### config.mk
export PLATFORM = sky130hd
export DESIGN_NAME = regfile_2r1w_flat
export DESIGN_NICKNAME = d
export VERILOG_FILES = /design/src/rtl/regfile_2r1w_pkg.sv /design/src/rtl/regfile_2r1w_if.sv /design/src/rtl/regfile_2r1w_reg_word.sv /design/src/rtl/regfile_2r1w.sv /design/src/flat_wrapper.sv
export SDC_FILE = /design/constraint.sdc
export NUM_CORES = 2
export LEC_CHECK = 0
export CORE_MARGIN = 10
export CORE_UTILIZATION = 40
export DETAILED_ROUTE_END_ITERATION = 10
export PLACE_DENSITY_LB_ADDON = 0.05
export SLEW_MARGIN = 10
export SYNTH_ARGS = -nofsm -noshare
export SYNTH_HDL_FRONTEND = slang
export SYNTH_HIERARCHICAL = 1
export SYNTH_SLANG_ARGS = --single-unit
### constraint.sdc
create_clock -name clock -period 1.6 [get_ports clock]
set_clock_uncertainty 0.05 [all_clocks]
set_input_delay 0.32 -clock clock [delete_from_list [all_inputs] [get_ports clock]]
set_output_delay 0.32 -clock clock [all_outputs]
set_load 0.02 [all_outputs]
### src/rtl/regfile_2r1w_pkg.sv
// Shared constants and types for the 2-read / 1-write register file.
// Index width and the zero-register encoding live here so later pipeline stages agree on them.
package regfile_2r1w_pkg;

    localparam int REG_COUNT = 32;
    localparam int REG_IDX_W = 5;
    localparam logic [REG_IDX_W-1:0] ZERO_REG = 5'd0;

    typedef logic [REG_IDX_W-1:0] reg_idx_t;

    // Read-port bundle reserved for operand forwarding in a later pipeline stage.
    typedef struct packed {
        reg_idx_t    idx;
        logic [31:0] data;
    } rd_port_t;

endpackage

### src/rtl/regfile_2r1w_if.sv
// Write/read bus of the register file.
// The datapath side is the master; the register file is the slave.
interface regfile_2r1w_if #(
    parameter int DATA_WIDTH = 32
);
    import regfile_2r1w_pkg::*;

    logic                  ctrl_writeEnable;
    reg_idx_t              ctrl_writeReg;
    logic [DATA_WIDTH-1:0] data_writeReg;
    logic                  read_req;
    reg_idx_t              ctrl_readRegA;
    reg_idx_t              ctrl_readRegB;
    logic [DATA_WIDTH-1:0] data_readRegA;
    logic [DATA_WIDTH-1:0] data_readRegB;
    logic                  read_valid;

    modport master (
        output ctrl_writeEnable, ctrl_writeReg, data_writeReg,
        output read_req, ctrl_readRegA, ctrl_readRegB,
        input  data_readRegA, data_readRegB, read_valid
    );

    modport slave (
        input  ctrl_writeEnable, ctrl_writeReg, data_writeReg,
        input  read_req, ctrl_readRegA, ctrl_readRegB,
        output data_readRegA, data_readRegB, read_valid
    );

endinterface

### src/rtl/regfile_2r1w_reg_word.sv
// One storage word of the register file: load-enabled flop with asynchronous active-low clear.
module regfile_2r1w_reg_word #(
    parameter int DATA_WIDTH = 32
) (
    input  logic                  clock,
    input  logic                  reset,
    input  logic                  we,
    input  logic [DATA_WIDTH-1:0] d,
    output logic [DATA_WIDTH-1:0] q
);

    always_ff @(posedge clock or negedge reset) begin
        if (!reset) begin
            q <= '0;
        end else if (we) begin
            q <= d;
        end
    end

endmodule

### src/rtl/regfile_2r1w.sv
// 32 x DATA_WIDTH register file, two registered read ports, one write port, r0 hardwired to zero.
// BYPASS_EN selects whether a same-edge write to the read index is forwarded to the read data.
module regfile_2r1w
    import regfile_2r1w_pkg::*;
#(
    parameter int DATA_WIDTH = 32,
    parameter int BYPASS_EN  = 1
) (
    input  logic           clock,
    input  logic           reset,
    regfile_2r1w_if.slave  rf
);

    logic [DATA_WIDTH-1:0] regs [REG_COUNT];
    logic [REG_COUNT-1:1]  wr_sel;
    logic [DATA_WIDTH-1:0] sel_a;
    logic [DATA_WIDTH-1:0] sel_b;
    logic                  byp_a;
    logic                  byp_b;
    logic [DATA_WIDTH-1:0] rd_a_q;
    logic [DATA_WIDTH-1:0] rd_b_q;
    logic                  valid_q;

    // One-hot write decode; r0 has no storage so its select line is simply absent.
    always_comb begin
        wr_sel = '0;
        for (int i = 1; i < REG_COUNT; i++) begin
            wr_sel[i] = rf.ctrl_writeEnable && (rf.ctrl_writeReg == REG_IDX_W'(i));
        end
    end

    assign regs[0] = '0;

    for (genvar g = 1; g < REG_COUNT; g++) begin : g_word
        regfile_2r1w_reg_word #(
            .DATA_WIDTH (DATA_WIDTH)
        ) u_word (
            .clock (clock),
            .reset (reset),
            .we    (wr_sel[g]),
            .d     (rf.data_writeReg),
            .q     (regs[g])
        );
    end

    // A write aimed at r0 never forwards, so bypass is qualified by a non-zero index.
    assign byp_a = (BYPASS_EN != 0) && rf.ctrl_writeEnable
                   && (rf.ctrl_writeReg == rf.ctrl_readRegA) && (rf.ctrl_readRegA != ZERO_REG);
    assign byp_b = (BYPASS_EN != 0) && rf.ctrl_writeEnable
                   && (rf.ctrl_writeReg == rf.ctrl_readRegB) && (rf.ctrl_readRegB != ZERO_REG);

    always_comb begin
        sel_a = regs[rf.ctrl_readRegA];
        sel_b = regs[rf.ctrl_readRegB];
        if (rf.ctrl_readRegA == ZERO_REG) begin
            sel_a = '0;
        end else if (byp_a) begin
            sel_a = rf.data_writeReg;
        end
        if (rf.ctrl_readRegB == ZERO_REG) begin
            sel_b = '0;
        end else if (byp_b) begin
            sel_b = rf.data_writeReg;
        end
    end

    always_ff @(posedge clock or negedge reset) begin
        if (!reset) begin
            rd_a_q  <= '0;
            rd_b_q  <= '0;
            valid_q <= 1'b0;
        end else begin
            valid_q <= rf.read_req;
            if (rf.read_req) begin
                rd_a_q <= sel_a;
                rd_b_q <= sel_b;
            end
        end
    end

    assign rf.data_readRegA = rd_a_q;
    assign rf.data_readRegB = rd_b_q;
    assign rf.read_valid    = valid_q;

endmodule
### src/flat_wrapper.sv
// flat-port wrapper written by rule: the top's interface ports become plain ports
module regfile_2r1w_flat import regfile_2r1w_pkg::*;
#(
    parameter int DATA_WIDTH = 32,
    parameter int BYPASS_EN  = 1
)
  (clock, reset, rf_ctrl_writeEnable, rf_ctrl_writeReg, rf_data_writeReg, rf_read_req, rf_ctrl_readRegA, rf_ctrl_readRegB, rf_data_readRegA, rf_data_readRegB, rf_read_valid);
  regfile_2r1w_if #(.DATA_WIDTH(DATA_WIDTH)) rf_i ();
  input  logic clock;
  input  logic reset;
  input wire logic [$bits(rf_i.ctrl_writeEnable)-1:0] rf_ctrl_writeEnable;
  input wire logic [$bits(rf_i.ctrl_writeReg)-1:0] rf_ctrl_writeReg;
  input wire logic [$bits(rf_i.data_writeReg)-1:0] rf_data_writeReg;
  input wire logic [$bits(rf_i.read_req)-1:0] rf_read_req;
  input wire logic [$bits(rf_i.ctrl_readRegA)-1:0] rf_ctrl_readRegA;
  input wire logic [$bits(rf_i.ctrl_readRegB)-1:0] rf_ctrl_readRegB;
  output wire logic [$bits(rf_i.data_readRegA)-1:0] rf_data_readRegA;
  output wire logic [$bits(rf_i.data_readRegB)-1:0] rf_data_readRegB;
  output wire logic [$bits(rf_i.read_valid)-1:0] rf_read_valid;
  assign rf_i.ctrl_writeEnable = rf_ctrl_writeEnable;
  assign rf_i.ctrl_writeReg = rf_ctrl_writeReg;
  assign rf_i.data_writeReg = rf_data_writeReg;
  assign rf_i.read_req = rf_read_req;
  assign rf_i.ctrl_readRegA = rf_ctrl_readRegA;
  assign rf_i.ctrl_readRegB = rf_ctrl_readRegB;
  assign rf_data_readRegA = rf_i.data_readRegA;
  assign rf_data_readRegB = rf_i.data_readRegB;
  assign rf_read_valid = rf_i.read_valid;
  regfile_2r1w #(.DATA_WIDTH(DATA_WIDTH), .BYPASS_EN(BYPASS_EN)) u_core (.clock(clock), .reset(reset), .rf(rf_i));
endmodule
# == After elaboration in Yosys (flattened, before gate mapping) ==
# Index checks and enable logic that the tools add are counted.
# word_totals
register_bits,1057
latch_bits,0
ramBits,0
mem_bits_ro,0
input_bits,51
output_inout_bits,65
elab_cells,120
n_memories,0
# classes
add_sub_neg,0
multipliers,0
div,0
n_lt_le_gt_ge,2
eq_ne,33
shifts,0
muxes,10
n_bitwise,2
reduce_logical,39
# op_table
op,count
$bmux W32 S5,2
$mux W32,8
$eq A5 B5 Y1 const B,16
$eq A5 B4 Y1 const B,8
$logic_and A1 B1 Y1,35
$eq A5 B3 Y1 const B,4
$ge A6 B6 Y1 const B,2
$not A5 Y6,2
$eq A5 B2 Y1 const B,2
$eq A5 B5 Y1,2
$logic_not A5 Y1,2
$reduce_bool A5 Y1,2
$eq A5 B1 Y1 const B,1

# == Longest topological paths before layout ==
# depth
depth_word,6
mapped_depth,10
depth_no_buf,5

# == Modules after synthesis ==
# The synthesis kept the hierarchy.
# by_module_without_submodules
mod,instances,cells_each,area_per_inst_um2,seq_area_each_um2
regfile_2r1w_reg_word,31,68,1345.0,800.8
regfile_2r1w,1,1979,20041.7,1626.6

# == Worst setup path after synthesis ==
# Ideal clock, no wire load.
# synth_timing
path_kind,input port to flip-flop
start,input rf_ctrl_readRegB[1]
end,register u_core.rd_b_q[8] (netlist: u_core/rf.data_readRegB[8])
setup_ps,126
t_arrival_ps,1740
t_required_ps,1424
setup_slack_ps,-316
path_stages,7
path_buffers,2
cell_sequence,buf_2 -> buf_2 -> mux2i_1 -> o22ai_1 -> a2111oi_0 -> and4b_1 -> a221o_1
# synth_via
elab_chain_len,6
word_cells_on_any_way,11
classes_between,eq/ne: 1; mux: 5; bitwise: 1; reduce/logical: 4
# synth_rtl
item,line_no,source
from (decl),flat_wrapper.sv:16,input wire logic [$bits(rf_i.ctrl_readRegB)-1:0] rf_ctrl_readRegB;
$not A5 Y6 (implied by the code),regfile_2r1w.sv:54,sel_b = regs[rf.ctrl_readRegB];
$bmux W32 S5,regfile_2r1w.sv:54,
$mux W32 (implied by the code) (2 in a row),regfile_2r1w.sv:54,
$mux W32,regfile_2r1w.sv:62,end else if (byp_b) begin
$mux W32 *,regfile_2r1w.sv:60,if (rf.ctrl_readRegB == ZERO_REG) begin
to (signal assigned),regfile_2r1w.sv:76,rd_b_q <= sel_b;
to (decl),regfile_2r1w.sv:21,logic [DATA_WIDTH-1:0] rd_b_q;
# Mark *: on every way between the ends. The rest lies on a longest branch, timed or not. The select of a mux whose other input is x is not followed.
# A chain may end at the register's enable or synchronous reset.

# == Worst setup path in the final report ==
# layout_timing
start,register u_core.g_word[23].u_word.q[7]
end,register u_core.rd_b_q[7] (netlist: u_core/rf.data_readRegB[7])
# layout_via
elab_chain_len,5
# layout_rtl
item,line_no,source
from (decl),regfile_2r1w_reg_word.sv:9,output logic [DATA_WIDTH-1:0] q
from (signal assigned),regfile_2r1w_reg_word.sv:14,q <= '0;
from (signal assigned),regfile_2r1w_reg_word.sv:16,q <= d;
$bmux W32 S5,regfile_2r1w.sv:54,
$mux W32 (implied by the code) (2 in a row),regfile_2r1w.sv:54,
$mux W32,regfile_2r1w.sv:62,
$mux W32,regfile_2r1w.sv:60,
# Every way passes these cells. The select of a mux whose other input is x is not followed.

==> run_results.csv <==
group,metric,value,unit
synth,synth_ff_type,"dfrtp_1",
synth,yosys_register_bits,1057,
timing,finalSetupViolCount,111,
global_routing,gr-total-overflow,0,
global_routing,grt_usage,0.269,
timing,finalHoldViolations,0,
drt,antenna_left,0,
worst_setup_path,setup.worst_path.start,"u_core/g_word[23].u_word/q[7]",
placement,gp_congestion,0.839,
timing,max_freq,521,MHz
cts,cts_sinks,1057,
drt,wl_per_cell,32.8,um
synth,synth_fp_nets,4138,
min_path,hold_depth,5,
synth,yosys_warnings,6,
synth,seq_area_frac_synth,0.428,
synth,synth-edff-count,0,
drt,drc,0,
timing,drv_slew,0,
worst_setup_path,crit_type,"flip-flop to flip-flop",
worst_setup_path,cp_data_required_time,2.20,ns
cts,clock-root-buffer,"clkbuf_16",
synth,synth-simple-area-share,0.0185,
min_path,min_to,"u_core/rf.data_readRegA[6]",
placement,dp_hpwl,157000,um
pwr,p_leak,35.2,nW
synth,synth_compound_area_frac,0.0687,
worst_setup_path,cp_max_fo,2,
cts,clk-insertion-delay-late,0.78,ns
floorplan,core,154000,um^2
job,drv_cap,0,
cts,clk_path_buf_depth,3,
cells_and_area,fillCellCount,13069,
synth,synthTopCellsByCount,"dfrtp_1 (1057), mux2_4 (930), mux2i_1 (318), mux2_2 (315), mux4_2 (232)",
cells_and_area,layout.area.seq,26500,um^2
cts,cts_tree,"built",
global_routing,grt_max_degree,89,
global_routing,grt_pass1_vias,43022,
timing,rsz0062_at_grt,"true",
floorplan,die-width,413,um
synth,netlist_area,61700,um^2
synth,yosys.cell_count.top_type,"dfrtp_1",
worst_setup_path,rr_worst_depth,6,
cells_and_area,drive_gt1_frac,0.576,
synth,synth_top_cell_area_share,0.428,
cells_and_area,layout.nets,5000,
worst_setup_path,worstReg2RegEnd,"u_core/rf.data_readRegB[7]",
global_routing,antenna_found_initial,7,
timing,setup_slack,-0.318,ns
synth,syn_avg_cell_area,15.1,um^2
synth,async_reset_ff_frac,1.00,
worst_setup_path,cp-end-kind,"flip-flop",
worst_setup_path,r2r_start,"u_core/g_word[23].u_word/q[7]",
floorplan,die_area,170000,um^2
worst_setup_path,crit_arrival,2.52,ns
timing,finalCriticalPeriod,1.92,ns
cts,h-tree-depth,4,
drt,vias,41173,
cts,path_clk_slew,0.06,ns
synth,synth_xor_area_frac,0.00142,
placement,io_buffers,115,
floorplan,placement_rows,144,
timing,whs,0.163,ns
status,status,"finished with violations",
cells_and_area,area_growth,27.2,%
pwr,vdd_drop_max,0.00111,V
synth,synth_top_family_by_area,"multiplexers",
pwr,power_density,1180,nW/um^2
drt,wirelength,233000,um
synth,synth_mux_area_frac,0.423,
worst_setup_path,r2r_slack,-0.32,ns
drt,drtIter0Drc,3474,
timing,tightest_slew,0.922,ns
synth,synthAdderAreaFrac,0,
synth,synth_cell_types,54,
floorplan,die_h,413,um
synth,synth.area.top_cells,"dfrtp_1 (43%), mux2_4 (23%), mux4_2 (8.5%), mux2_2 (5.7%), mux2i_1 (5.2%)",
min_path,hold_start,"rf_ctrl_readRegA[3]",
cts,numCtsBuffers,131,
status,violations,"negative setup slack",
timing,slew_headroom,0.384,
min_path,hold_path.class,"primary input to flip-flop",
synth,synth_top_area_cell,"dfrtp_1",
synth,netlist_instances,4087,
global_routing,grt_pass1_wl,334000,um
timing,post-route-period-util,1.20,
timing,setup_tns,-13.13,ns
drt,avgViaCountPerCell,5.80,
drt,drt-pass1-iter-count,6,
floorplan,ios,116,
worst_setup_path,cp-start-kind,"flip-flop",
floorplan,initial_core_util,0.402,
cells_and_area,multi_input_area,32500,um^2
-- layout by cell type (no fill, tap or decap), types with 16 or more instances in the layout --
| cell | instances |
|---|---|
| dfrtp_1 | 1022 |
| mux2_4 | 963 |
| buf_4 | 684 |
| mux2i_1 | 305 |
| mux2_2 | 282 |
| buf_12 | 272 |
| mux4_2 | 239 |
| clkbuf_16 | 135 |
| a22oi_1 | 127 |
| o22ai_1 | 113 |
| buf_6 | 83 |
| o21ai_0 | 83 |
| nand2_1 | 61 |
| o21ai_1 | 48 |
| o211ai_1 | 38 |
| clkdlybuf4s50_1 | 36 |
| clkbuf_8 | 35 |
| a221o_1 | 35 |
| dfrtp_2 | 35 |
| nor2_4 | 34 |
| nand3_1 | 33 |
| a22o_1 | 32 |
| clkbuf_1 | 30 |
| o2111a_1 | 27 |
| a221oi_1 | 25 |
| nand4_1 | 20 |
| nor2b_1 | 16 |
-- worst max path at each step --
stage	to	slack, ns	cells past startpoint
6_report	u_core/rf.data_readRegB[7]	-0.32	6
5_1_grt	u_core/rf.data_readRegB[7]	-0.40	6
4_1_cts	u_core/rf.data_readRegB[7]	-0.32	6
3_5_place_dp	u_core/rf.data_readRegB[29]	-0.99	8
3_3_place_gp	u_core/rf.data_readRegB[29]	-1.03	8
2_1_floorplan	u_core/rf.data_readRegA[11]	-0.27	7
-- worst max-delay path: stages (launching register included) --
cell     delay [ns]
dfrtp_1        0.38
mux4_2         0.48
mux2i_2        0.20
buf_4          0.17
a22oi_2        0.06
and4b_1        0.19
a221o_1        0.25
-- per-layer routing --
layer	part of all wire	up-vias	track usage
li1	-	17469	-
met1	0.47	22254	0.389
met2	0.46	1195	0.424
met3	0.049	253	0.0422
met4	0.020	2	0.0599
met5	0.000064	-	0
-- registers in the layout, summed over array words and instances (netlist names) --
signal / flops
u_core/g_word.u_word/q: 992
u_core/rf.data_readRegA: 32
u_core/rf.data_readRegB: 32
u_core/rf.read_valid: 1
-- report_power, final --
part	switching (mW)	total, mW	internal, mW
Combinational	9.01	24.8	15.8
Sequential	4.24	36.2	31.9
Clock	12.5	31.8	19.3
Total	25.7	92.8	67.1
-- cell type report --
class                           instances  area share
Tap cell                             2044      0.0326
Antenna cell                            1   0.0000319
Clock inverter                         37     0.00776
Timing Repair Buffer                 1102       0.158
Sequential cell                      1057       0.337
Clock buffer                          199      0.0504
Inverter                               14    0.000701
Multi-Input combinational cell       2643       0.413
-- cell families after synthesis --
kind of cell | Yosys count
muxes | 1802
DFF | 1057
AOI/OAI and AO/OA | 597
buffers and inverters | 388
and+or+nand+nor | 233
xor gates and xnor gates | 10
-- metrics by stage --
step	utilization	cell area, um^2	std cells	worst slack [ns]	total power, mW
after global placement	0.470	72300	6775	-1.03	59.8
after CTS	0.507	78000	7065	-0.317	92.9
after global routing	0.511	78500	7096	-0.400	96.6
final	0.511	78500	7097	-0.318	92.8
after detailed placement	0.470	72300	6775	-0.992	60.0
after floorplan	-	62200	4087	-0.272	49.9
-- timing repair --
| action | 4_1_cts | 5_1_grt |
|---|---|---|
| endpoints found under the setup margin | 257 | 411 |
| buffers inserted | 49 | 32 |
| hold buffers | 2 | 0 |
| gates resized for setup | 423 | 77 |
| hold endpoints to repair | 1057 | 0 |
| pin swaps | 27 | 40 |
| gates cloned | 6 | 1 |
Note: power is estimated with default switching activity, not from simulation.
